## src/rtl/interp_pkg.sv

```systemverilog
// Shared definitions for the interpolation reader: default lane widths,
// sequencer state encoding and the index of the final sample in a run.
package interp_pkg;

  // Default widths for one real lane
  localparam int BASE_W = 16;  // pilot estimate H0
  localparam int REG1   = 17;  // step E
  localparam int REG2   = 18;  // step 2E
  localparam int REG3   = 20;  // step 5E
  localparam int OUT_W  = 16;  // emitted sample

  typedef enum logic {
    IDLE,
    EMIT
  } state_e;

  // Six samples per run, indexed 0..5
  localparam logic [2:0] LAST_IDX = 3'd5;

endpackage

```

## src/rtl/interp_sat.sv

```systemverilog
// Reduces the full-precision interpolation sum to the output sample width.
// Build option: INTERP_SAT_EN defined -> clamp to the signed OUT_W range;
// undefined -> keep the low OUT_W bits (two's-complement wrap).
module interp_sat #(
  parameter int IN_W  = 21,
  parameter int OUT_W = 16
) (
  input  logic signed [IN_W-1:0]  sum_i,
  output logic signed [OUT_W-1:0] sat_o
);

`ifdef INTERP_SAT_EN
  localparam logic signed [OUT_W-1:0] MAX_V = {1'b0, {(OUT_W-1){1'b1}}};
  localparam logic signed [OUT_W-1:0] MIN_V = {1'b1, {(OUT_W-1){1'b0}}};

  logic fits;

  // The sum fits when every bit above the output sign bit copies the sign
  always_comb begin
    // NOTE: every output of a combinational block gets a value on every
    // path; a missing assignment would infer a latch.
    fits = (sum_i[IN_W-1:OUT_W-1] == {(IN_W-OUT_W+1){sum_i[IN_W-1]}});
    if (fits) begin
      sat_o = sum_i[OUT_W-1:0];
    end else if (sum_i[IN_W-1]) begin
      sat_o = MIN_V;
    end else begin
      sat_o = MAX_V;
    end
  end
`else
  // High bits are intentionally discarded in the wrapping build
  logic unused_hi;
  assign unused_hi = ^sum_i[IN_W-1:OUT_W];

  // Keep the low bits: two's-complement wrap
  assign sat_o = sum_i[OUT_W-1:0];
`endif

endmodule

```

## src/rtl/interp_sequencer.sv

```systemverilog
// Interpolation step-register reader for one real lane. A start pulse
// snapshots H0, E, 2E and 5E; the block then streams the six samples
// H0 .. H0+5E over a valid/ready handshake with registered outputs.
// Build option: INTERP_SAT_EN selects saturation instead of wrap in the
// output reducer (see interp_sat).
module interp_sequencer
  import interp_pkg::*;
#(
  parameter int BASE_W = interp_pkg::BASE_W,
  parameter int REG1   = interp_pkg::REG1,
  parameter int REG2   = interp_pkg::REG2,
  parameter int REG3   = interp_pkg::REG3,
  parameter int OUT_W  = interp_pkg::OUT_W
) (
  input  logic                     clk,
  input  logic                     rst,        // asynchronous, active low
  input  logic                     start,
  input  logic signed [BASE_W-1:0] base,
  input  logic signed [REG1-1:0]   reg_E,
  input  logic signed [REG2-1:0]   reg_2E,
  input  logic signed [REG3-1:0]   reg_5E,
  input  logic                     est_ready,
  output logic                     est_valid,
  output logic signed [OUT_W-1:0]  est_data,
  output logic [2:0]               est_idx,
  output logic                     est_last,
  output logic                     busy
);

  localparam int SUM_W = REG3 + 1;

  state_e                    state_q;
  logic signed [BASE_W-1:0]  base_q;
  logic signed [REG1-1:0]    e_q;
  logic signed [REG2-1:0]    e2_q;
  logic signed [REG3-1:0]    e5_q;
  logic [2:0]                idx_q;
  logic                      valid_q;
  logic signed [OUT_W-1:0]   data_q;
  logic                      last_q;
  logic                      busy_q;

  logic [2:0]                idx_nxt;
  logic signed [SUM_W-1:0]   b_x, e_x, e2_x, e5_x;
  logic signed [SUM_W-1:0]   sum_d;
  logic signed [OUT_W-1:0]   sat_d;

  // Full-precision value of the sample that will be registered next: H0
  // straight from the input when a run starts, otherwise the snapshot sum
  // for the following index.
  always_comb begin
    idx_nxt = idx_q + 3'd1;
    b_x     = SUM_W'(base_q);
    e_x     = SUM_W'(e_q);
    e2_x    = SUM_W'(e2_q);
    e5_x    = SUM_W'(e5_q);
    sum_d   = b_x;
    if (state_q == IDLE) begin
      sum_d = SUM_W'(base);
    end else begin
      case (idx_nxt)
        3'd1:    sum_d = b_x + e_x;
        3'd2:    sum_d = b_x + e2_x;
        3'd3:    sum_d = (b_x + e2_x) + e_x;
        3'd4:    sum_d = (b_x + e5_x) - e_x;
        3'd5:    sum_d = b_x + e5_x;
        default: sum_d = b_x;
      endcase
    end
  end

  interp_sat #(
    .IN_W  (SUM_W),
    .OUT_W (OUT_W)
  ) u_sat (
    .sum_i (sum_d),
    .sat_o (sat_d)
  );

  // Run sequencing, snapshot capture and registered stream outputs
  always_ff @(posedge clk or negedge rst) begin
    // NOTE: sequential state uses non-blocking assignments so every
    // register samples the pre-edge values regardless of statement order.
    if (!rst) begin
      state_q <= IDLE;
      base_q  <= '0;
      e_q     <= '0;
      e2_q    <= '0;
      e5_q    <= '0;
      idx_q   <= '0;
      valid_q <= 1'b0;
      data_q  <= '0;
      last_q  <= 1'b0;
      busy_q  <= 1'b0;
    end else begin
      case (state_q)
        IDLE: begin
          if (start) begin
            base_q  <= base;
            e_q     <= reg_E;
            e2_q    <= reg_2E;
            e5_q    <= reg_5E;
            idx_q   <= '0;
            data_q  <= sat_d;
            last_q  <= 1'b0;
            valid_q <= 1'b1;
            busy_q  <= 1'b1;
            state_q <= EMIT;
          end
        end
        EMIT: begin
          // start is ignored for the whole run, including the final transfer
          if (est_ready) begin
            if (idx_q == LAST_IDX) begin
              valid_q <= 1'b0;
              busy_q  <= 1'b0;
              last_q  <= 1'b0;
              state_q <= IDLE;
            end else begin
              idx_q  <= idx_nxt;
              data_q <= sat_d;
              last_q <= (idx_nxt == LAST_IDX);
            end
          end
        end
      endcase
    end
  end

  assign est_valid = valid_q;
  assign est_data  = data_q;
  assign est_idx   = idx_q;
  assign est_last  = last_q;
  assign busy      = busy_q;

endmodule
```

## config.mk

```make
export PLATFORM = sky130hd
export DESIGN_NAME = interp_sequencer
export DESIGN_NICKNAME = d
export VERILOG_FILES = /design/src/rtl/interp_pkg.sv /design/src/rtl/interp_sat.sv /design/src/rtl/interp_sequencer.sv
export SDC_FILE = /design/constraint.sdc
export NUM_CORES = 1
export LEC_CHECK = 0
export ABC_CLOCK_PERIOD_IN_PS = 4450
export CAP_MARGIN = 20
export CORE_MARGIN = 2
export CORE_UTILIZATION = 40
export CTS_BUF_LIST = sky130_fd_sc_hd__clkbuf_16
export DETAILED_ROUTE_END_ITERATION = 8
export GPL_ROUTABILITY_DRIVEN = 0
export GPL_TIMING_DRIVEN = 0
export PLACE_DENSITY_LB_ADDON = 0.05
export SETUP_SLACK_MARGIN = 0.5
export SYNTH_ARGS = -nofsm -noshare
export SYNTH_HDL_FRONTEND = slang
export SYNTH_SLANG_ARGS = --single-unit
```

## constraint.sdc

```tcl
create_clock -name clk -period 4.45 [get_ports clk]
set_input_delay 1.1125 -clock clk [delete_from_list [all_inputs] [get_ports clk]]
set_output_delay 1.1125 -clock clk [all_outputs]
set_load 0.01 [all_outputs]
```

==> flow_summary.ini, run 1 <==
[floorplan]
dieHeight_um = 135.8
rows = 48
start_util_pct = 40.61
ios = 97
dieArea_um2 = 18450
chipWidth_um = 135.8
core-area_um2 = 17120

[cells_and_area]
final_net_count = 1119
final_common_cell = nand2_1
drive_gt1_share_pct = 14.30
area_delta_synth_final_pct = 31.02
insertedDiodeCount = 0
final_cell_mix = 209 x nand2_1, 88 x clkdlybuf4s50_1, 82 x dfrtp_1

[sta]
setup_viol = 0
rsz0062_at_grt = true
hold_viol = 0
max-slew-margin-rel_pct = 22.91
max_freq_mhz = 248.4
finClkSkew_ns = 0.006650
period_needed_ns = 4.026
worst-slew-pin-transition_ns = 1.144
drv_slew = 0
hold_ws_ns = 0.4787
final.period_utilization_pct = 90.48

[cts]
clock_path_buffers = 2
tritoncts.num_buffers = 9
insertion_delay_ns = 0.36
clkTransAtPathRegs_ns = 0.07
cts_root_buf = clkbuf_16
cts_hold_buf = 0
cts.sinks = 86
cts_tree = yes
htreeDepth = 3

[route]
drc_errors = 0
highest_layer = met4
met3_length_mm = 1.291
wl_met1_mm = 11.23
ant_nets = 0
drtIter0Drc = 430
routed_via_density = 5.456
vias = 6569
wl_met2_mm = 9.649
dr.pass1.iters = 5
wl_per_cell_um = 18.74
drt_wl_total_mm = 22.57

[synth]
async_flop_share_pct = 100.0
postSynthAreaPerCell_um2 = 8.158
synth.area.top_cells = dfrtp_1 31%, ha_1 12%, nand2_1 11%
synth_top_area_share_pct = 30.96
syn_area_um2 = 6950
ys_ff_latch = 86
yosys.area.top_type = dfrtp_1
synth_nets = 997
yosys_most_used_dff = dfrtp_1
ys_warn_count = 0
synth-edff-count = 0
ys_types = 79
synth-seq-area-share_pct = 30.96
synth_cells = 852

[setup_path]
ff2ff_setup_slack_ns = 0.42
reg2reg_depth = 19
worstSetupStartpointType = flop
crit_fanout = 3
arrival_ns = 4.27
required_ns = 4.69
endpoint_kind = flop
worstSetupPathType = flop to flop

[grt]
first_global_vias = 6163
antenna_found_initial = 0
grt_first_pass_wirelength_mm = 34.80
track_usage_pct = 25.02
grt_start_max_net_pins = 45
grt_overflow = 0

[hold_path]
min_path_cells = 2
hold_path_class = flop to flop

[flow_run]
cap_violations = 0

[status]
outcome = finished clean

[place]
port_buffers = 89
dp_hpwl_mm = 17.20
## layer usage
metal | global-route usage (%) | up-vias
li1 | - | 3267
met1 | 37.60 | 3079
met2 | 37.09 | 198
met3 | 4.213 | 25
met4 | 6.481 | 0
met5 | 0 | -
## what timing repair did
action,4_1_cts,5_1_grt
endpoints found under the setup margin,10,9
pin swaps,34,29
buffers inserted,15,6
gates cloned,0,0
resized for setup,60,40
## worst paths after layout
kind,start,to
min in group asynchronous,rst,e_q[0]
hold reg to reg,e2_q[12],e2_q[12]
setup / recovery,e5_q[0],est_data[13]
hold / removal,e2_q[12],e2_q[12]
setup reg to reg,e5_q[0],est_data[13]
max in group asynchronous,rst,base_q[11]
## critical path, cell delays in order (launching register included)
cell      delay (ns)
dfrtp_2         0.45
ha_4            0.18
inv_2           0.05
fa_2            0.21
nor2b_2         0.05
o211ai_1        0.20
a21boi_2        0.08
o21a_1          0.19
o21a_1          0.18
or3_4           0.33
and2_4          0.18
ha_4            0.22
and4_4          0.20
a211o_1         0.30
o31ai_4         0.24
xor2_2          0.18
o221ai_2        0.12
a21oi_2         0.15
a21oi_2         0.09
a221o_1         0.28
## cell usage after synthesis, types with 5 or more instances
cell,instances
nand2b_1,10
o31ai_1,8
and3_1,6
nor3_1,8
and2_1,7
xor2_1,21
o21ai_0,75
dfrtp_1,86
a221oi_1,5
o22ai_1,6
o2111ai_1,5
o221ai_1,6
mux2_2,7
a31oi_1,7
a21o_1,11
inv_1,42
o21a_1,14
nor2_1,31
or3_1,7
o21bai_1,7
xnor2_1,30
ha_1,66
nor2b_1,7
a21oi_1,42
clkbuf_1,22
a211o_1,5
nand3_1,13
nand2_1,210
a22oi_1,8
## final cells by class
class / count / area [um^2]
Buffer: 30 / 165.2
Clock buffer: 9 / 225.2
Clock inverter: 7 / 97.59
Fill cell: 1688 / 8010
Inverter: 42 / 157.7
Multi-Input combinational cell: 694 / 4941
Sequential cell: 86 / 2157
Tap cell: 225 / 281.5
Timing Repair Buffer: 111 / 1081
## logic make-up after synthesis
kind of cell / Yosys count / synth area share [%]
flops: 86 / 30.96
xor+xnor: 51 / 6.427
compound gates: 243 / 23.40
mux: 9 / 1.422
simple gates: 321 / 20.16
fa+ha+maj: 70 / 13.03
buf+inv: 72 / 4.590
## flip-flops by register name (all words and copies together), names as in the netlist
| name | flops |
|---|---|
| e5_q | 16 |
| e_q | 16 |
| e2_q | 16 |
| est_idx | 3 |
| base_q | 16 |
| state_q | 1 |
| est_last | 1 |
| busy | 1 |
| est_data | 16 |
## metrics by stage
stage	TNS, ns	std cells	worst slack (ns)	area [um^2]	util (%)
2_1_floorplan	0	852	0.5133	6955	-
3_3_place_gp	-96.60	1166	-1.125	8128	47.49
3_5_place_dp	-0.3685	1167	-0.1240	8153	47.63
4_1_cts	0	1198	0.3123	8851	51.71
5_1_grt	0	1204	0.2469	9106	53.20
6_report	0	1204	0.4237	9106	53.20
Power of run 1 is not shown: default switching activity piles up to over one toggle a cycle in this logic, so the estimate is an artifact.
==> run 2, diff against run 1 <==
--- a/config.mk
+++ b/config.mk
@@ -5,11 +5,12 @@
 export SDC_FILE = /design/constraint.sdc
 export NUM_CORES = 1
 export LEC_CHECK = 0
-export ABC_CLOCK_PERIOD_IN_PS = 4450
+export ABC_CLOCK_PERIOD_IN_PS = 4350
 export CAP_MARGIN = 20
 export CORE_MARGIN = 2
 export CORE_UTILIZATION = 40
 export CTS_BUF_LIST = sky130_fd_sc_hd__clkbuf_16
+export CTS_CLUSTER_DIAMETER = 200
 export DETAILED_ROUTE_END_ITERATION = 8
 export GPL_ROUTABILITY_DRIVEN = 0
 export GPL_TIMING_DRIVEN = 0
==> constraint.sdc (replaced) <==
create_clock -name clk -period 4.35 [get_ports clk]
set_input_delay 1.0875 -clock clk [delete_from_list [all_inputs] [get_ports clk]]
set_output_delay 1.0875 -clock clk [all_outputs]
set_load 0.01 [all_outputs]
==> run 2 against run 1 <==
  * Via count grew 0.52%
  * Clock skew up 0.0024 ns
  * Sequential cell count unchanged
  * Critical path depth increased by 3
  * Worst setup slack lost 0.15 ns
  * Global-route usage up 0.32 points
  * Die area unchanged
  * First-iteration DRC count shrank 2.8%
  * Wire length up 1.2%
  * Design area rose by 1.5%
  * Critical endpoint is now est_data[15]
  * Largest cell class unchanged
  * Highest routed layer unchanged
==> flow_summary.ini, run 2 (same netlist as run 1, synthesis figures left out) <==
[route]
wl_per_cell_um = 18.76
routed_via_density = 5.421
drc_errors = 0
met3_length_um = 871
dr.pass1.iters = 5
vias = 6603
drt_wl_total_mm = 22.85
ant_nets = 0
wl_met1_mm = 11.65
wl_met2_mm = 10.10
highest_layer = met4
drtIter0Drc = 418

[cts]
clock_path_buffers = 2
cts_root_buf = clkbuf_16
htreeDepth = 3
cts.sinks = 86
insertion_delay_ns = 0.36
clkTransAtPathRegs_ns = 0.07
cts_hold_buf = 0
cts_tree = yes
tritoncts.num_buffers = 9

[floorplan]
chipWidth_um = 135.8
core-area_um2 = 17120
dieHeight_um = 135.8
ios = 97
start_util_pct = 40.61
dieArea_um2 = 18450
rows = 48

[cells_and_area]
post-route-util_pct = 53.98
drive_gt1_share_pct = 16.41
final_cell_mix = 209 x nand2_1, 88 x clkdlybuf4s50_1, 83 x dfrtp_1
insertedDiodeCount = 0
area_delta_synth_final_pct = 32.94
seqCellArea_um2 = 2156
final_net_count = 1133
instances_no_fill = 1218
fillerInstances = 1662
final_common_cell = nand2_1
fin_area_um2 = 9240
multi_input_area_um2 = 4947

[status]
outcome = finished clean

[place]
port_buffers = 89
place_area_um2 = 8175
dp_hpwl_mm = 17.40
placed_cells = 1167

[grt]
grt_overflow = 0
antenna_found_initial = 0
track_usage_pct = 25.33
grt_start_max_net_pins = 48
grt_first_pass_wirelength_mm = 35.28
first_global_vias = 6255

[setup_path]
worstSetupStartpointType = flop
cpPeakStageDelay_ns = 0.42
endpoint_kind = flop
crit_fanout = 5
path_common_cell = buf_6
worstSetupPathType = flop to flop
crit_family = compound AO/OA/AOI/OAI gates
crit_path_top_delay_cell = dfrtp_2
required_ns = 4.63
cp_cell_sequence = buf_6, ha_4, inv_2, fa_2, nor2b_2, o21ai_2, a21boi_2, buf_4, buf_6, buf_6, buf_6, nor2_4, mux2_4, ha_4, or3_4, o22ai_4, a221oi_4, a21o_1, a211oi_2, xnor2_1, nand2_1, a22oi_2
path_buf_inv = 6
arrival_ns = 4.36

[sta]
max_freq_mhz = 245.4
drv_slew = 0
setup_viol = 0
max-slew-margin-rel_pct = 19.48
hold_ws_ns = 0.4783
final.period_utilization_pct = 93.70
period_needed_ns = 4.076
finClkSkew_ns = 0.009037
rsz0062_at_grt = true
hold_viol = 0
worst-slew-pin-transition_ns = 1.195

[flow_run]
cap_violations = 0

[hold_path]
hold_path_class = flop to flop
==> run 2: cell types whose count changed in the layout (fill, tap and decap cells not counted), moves of 2 or more <==
cell	change
a21oi_1	-2
a21oi_2	+2
buf_4	+9
buf_6	+6
nor2b_2	+2
o21ai_2	+3
xnor2_1	-3
xnor2_2	+4
==> run 2: per-layer routing <==
layer  up-vias  track usage (%)
li1       3297                -
met1      3131            38.56
met2       159            38.86
met3        16            2.871
met4         0            4.861
met5         -                0
==> run 2: worst paths after layout <==
check                            start           end  slack [ns]  cells after the start
setup / recovery             base_q[0]  est_data[15]        0.27                     22
hold / removal             est_data[1]   est_data[1]        0.48                      2
setup reg to reg             base_q[0]  est_data[15]        0.27                     22
hold reg to reg            est_data[1]   est_data[1]        0.48                      2
max in group asynchronous          rst  est_data[11]        2.99                      2
min in group asynchronous          rst     base_q[6]        0.71                      1
==> run 2: tightest hold or removal path: stages, from the launching register on <==
cell     delay (ns)
dfrtp_1        0.34
nand2_1        0.04
o21ai_0        0.06
==> run 2: area by class of cell <==
class / instances / share of cell area, %
clock buffers: 9 / 2.437
clock inverters: 7 / 1.056
flip-flops and latches: 86 / 23.33
well taps: 225 / 3.047
multi-input cells: 694 / 53.54
inverters: 42 / 1.706
repair buffers: 125 / 13.08
plain buffers: 30 / 1.801
==> run 2: what timing repair did <==
| action | 4_1_cts | 5_1_grt |
|---|---|---|
| buffers inserted | 28 | 7 |
| gates resized for setup | 67 | 46 |
| setup endpoints to repair | 11 | 11 |
| pin swaps | 37 | 47 |
| hold endpoints to repair | 0 | 0 |
==> run 2: stage by stage <==
stage,setup WS (ns),setup TNS [ns]
final,0.2742,0
after global routing,0.08434,0
after global placement,-1.154,-98.90
after detailed placement,-0.1896,-0.6181
after floorplan,0.5099,0
after CTS,0.1972,0
Power of run 2 is left out for the same reason.
==> run 3, diff against run 2 <==
--- a/config.mk
+++ b/config.mk
@@ -18,4 +18,5 @@
 export SETUP_SLACK_MARGIN = 0.5
 export SYNTH_ARGS = -nofsm -noshare
 export SYNTH_HDL_FRONTEND = slang
+export SYNTH_HIERARCHICAL = 1
 export SYNTH_SLANG_ARGS = --single-unit
==> run 3 against run 2 <==
  * Wire length rose by 9.7%
  * Maximum frequency fell by 4.6%
  * Clock-buffer cell count unchanged
  * Core utilization increased by 0.26 points
  * Hold slack better by 0.018 ns
  * Synthesized cell count rose by 0.35%
  * Critical path depth is 4 lower
  * Area after synthesis up 11%
  * Critical endpoint unchanged
  * Largest cell class unchanged
==> flow_summary.ini, run 3 <==
[sta]
setup_viol = 0
max-slew-margin-rel_pct = 41.63
max_freq_mhz = 234.1
final.period_utilization_pct = 98.19
worst-slew-pin-transition_ns = 0.8725
finClkSkew_ns = 0.009010
hold_ws_ns = 0.4964
period_needed_ns = 4.271
rsz0062_at_grt = true
hold_viol = 0
drv_slew = 0
layout_setup_ws_ns = 0.07880

[route]
ant_nets = 0
routed_via_density = 5.726
dr.pass1.iters = 7
drc_errors = 0
wl_per_cell_um = 20.19
vias = 7112
drtIter0Drc = 426
drt_wl_total_mm = 25.07

[synth]
postSynthAreaPerCell_um2 = 8.988
synth_cells = 855
ys_warn_count = 6
synth_nets = 1020
syn_area_um2 = 7685

[setup_path]
worstSetupPathType = flop to flop
required_ns = 4.60
cpPeakStageDelay_ns = 0.45
worstSetupStartpointType = flop
endpoint_kind = flop
crit_fanout = 5
path_buf_inv = 3
ff2ff_setup_slack_ns = 0.08
crit_family = compound AO/OA/AOI/OAI gates
arrival_ns = 4.52
crit_path_top_delay_cell = dfrtp_2
cp_cell_sequence = buf_12, ha_2, a2111oi_2, o21a_1, buf_4, o21ai_0, nor2_1, xnor2_1, ha_1, nand2_1, o21ai_0, a21oi_1, o21ai_2, xnor2_1, a221oi_2, a31oi_1, buf_4, mux2_2

[grt]
busiest_layer = met2
grt_use_met3_pct = 3.129
grt_util_met2_pct = 41.55
grt_start_max_net_pins = 56
antenna_found_initial = 0
grt_overflow = 0
first_global_vias = 6791
track_usage_pct = 24.60
use_met1_pct = 32.85
grt_first_pass_wirelength_mm = 38.03

[cts]
cts_root_buf = clkbuf_16
tritoncts.num_buffers = 9
cts_hold_buf = 0
htreeDepth = 3
clock_path_buffers = 2
cts_tree = yes
insertion_delay_ns = 0.36
clkTransAtPathRegs_ns = 0.07
cts.sinks = 86

[floorplan]
chipWidth_um = 142.6
core-area_um2 = 18770
dieArea_um2 = 20340
dieHeight_um = 142.6
rows = 50
start_util_pct = 40.95
ios = 97

[cells_and_area]
post-route-util_pct = 54.24
insertedDiodeCount = 0
drive_gt1_share_pct = 24.40
fin_area_um2 = 10180
area_delta_synth_final_pct = 32.47
final_net_count = 1168
final_common_cell = clkdlybuf4s50_1
final_cell_mix = 88 x clkdlybuf4s50_1, 78 x dfrtp_1, 74 x nand2_1

[place]
port_buffers = 89
pre_cts_slack_ns = -0.2786
dp_hpwl_mm = 18.98
place_area_um2 = 8930

[flow_run]
cap_violations = 0

[hold_path]
hold_path_class = flop to flop

[status]
outcome = finished clean
[run 3: changes by cell type in the layout (fill, tap and decap cells not counted), sizes merged, moves of 12 or more]
cell	delta
mux2	+59
nand2	-136
buf	+25
a21oi	+15
nor2	+24
a211oi	+12
ha	+19
[run 3: per-layer routing]
| layer | up-vias | wire [um] |
|---|---|---|
| met5 | - | 0 |
| met4 | 0 | 654 |
| met3 | 45 | 1021 |
| met2 | 219 | 12180 |
| met1 | 3430 | 11220 |
| li1 | 3418 | - |
[run 3: metrics by stage]
step / setup TNS, ns / instances
5_1_grt: -0.01191 / 1242
3_3_place_gp: -105.29 / 1178
2_1_floorplan: 0 / 855
3_5_place_dp: -1.090 / 1180
6_report: 0 / 1242
4_1_cts: 0 / 1228
[run 3: repair_timing]
item,in CTS,in global routing
endpoints found under the setup margin,9,11
gates resized for setup,57,64
setup buffers,32,14
pin swaps,46,46
hold endpoints to repair,0,0
[run 3: path summary, 6_finish.rpt]
| path | from | to | depth (start not counted) |
|---|---|---|---|
| worst max-delay path | base_q[7] | est_data[15] | 18 |
| worst min-delay path | est_last | est_last | 2 |
| worst max register to register | base_q[7] | est_data[15] | 18 |
| worst min register to register | est_last | est_last | 2 |
| max in group asynchronous | rst | base_q[7] | 2 |
| min in group asynchronous | rst | e5_q[3] | 1 |
[run 3: worst reg2reg max path, cell delays in order (launching register included)]
cell       delay, ns
dfrtp_2         0.45
buf_12          0.15
ha_2            0.33
a2111oi_2       0.41
o21a_1          0.23
buf_4           0.12
o21ai_0         0.15
nor2_1          0.20
xnor2_1         0.13
ha_1            0.38
nand2_1         0.12
o21ai_0         0.35
a21oi_1         0.16
o21ai_2         0.12
xnor2_1         0.10
a221oi_2        0.24
a31oi_1         0.13
buf_4           0.14
mux2_2          0.25
[run 3: area by class of cell]
cell class / instances / area [um^2]
Tap cell: 234 / 292.8
Sequential cell: 86 / 2162
Multi-Input combinational cell: 685 / 5737
Fill cell: 1769 / 8588
Inverter: 34 / 127.6
Clock buffer: 9 / 225.2
Buffer: 50 / 251.5
Clock inverter: 7 / 72.57
Timing Repair Buffer: 137 / 1311
Power of run 3 is left out for the same reason.
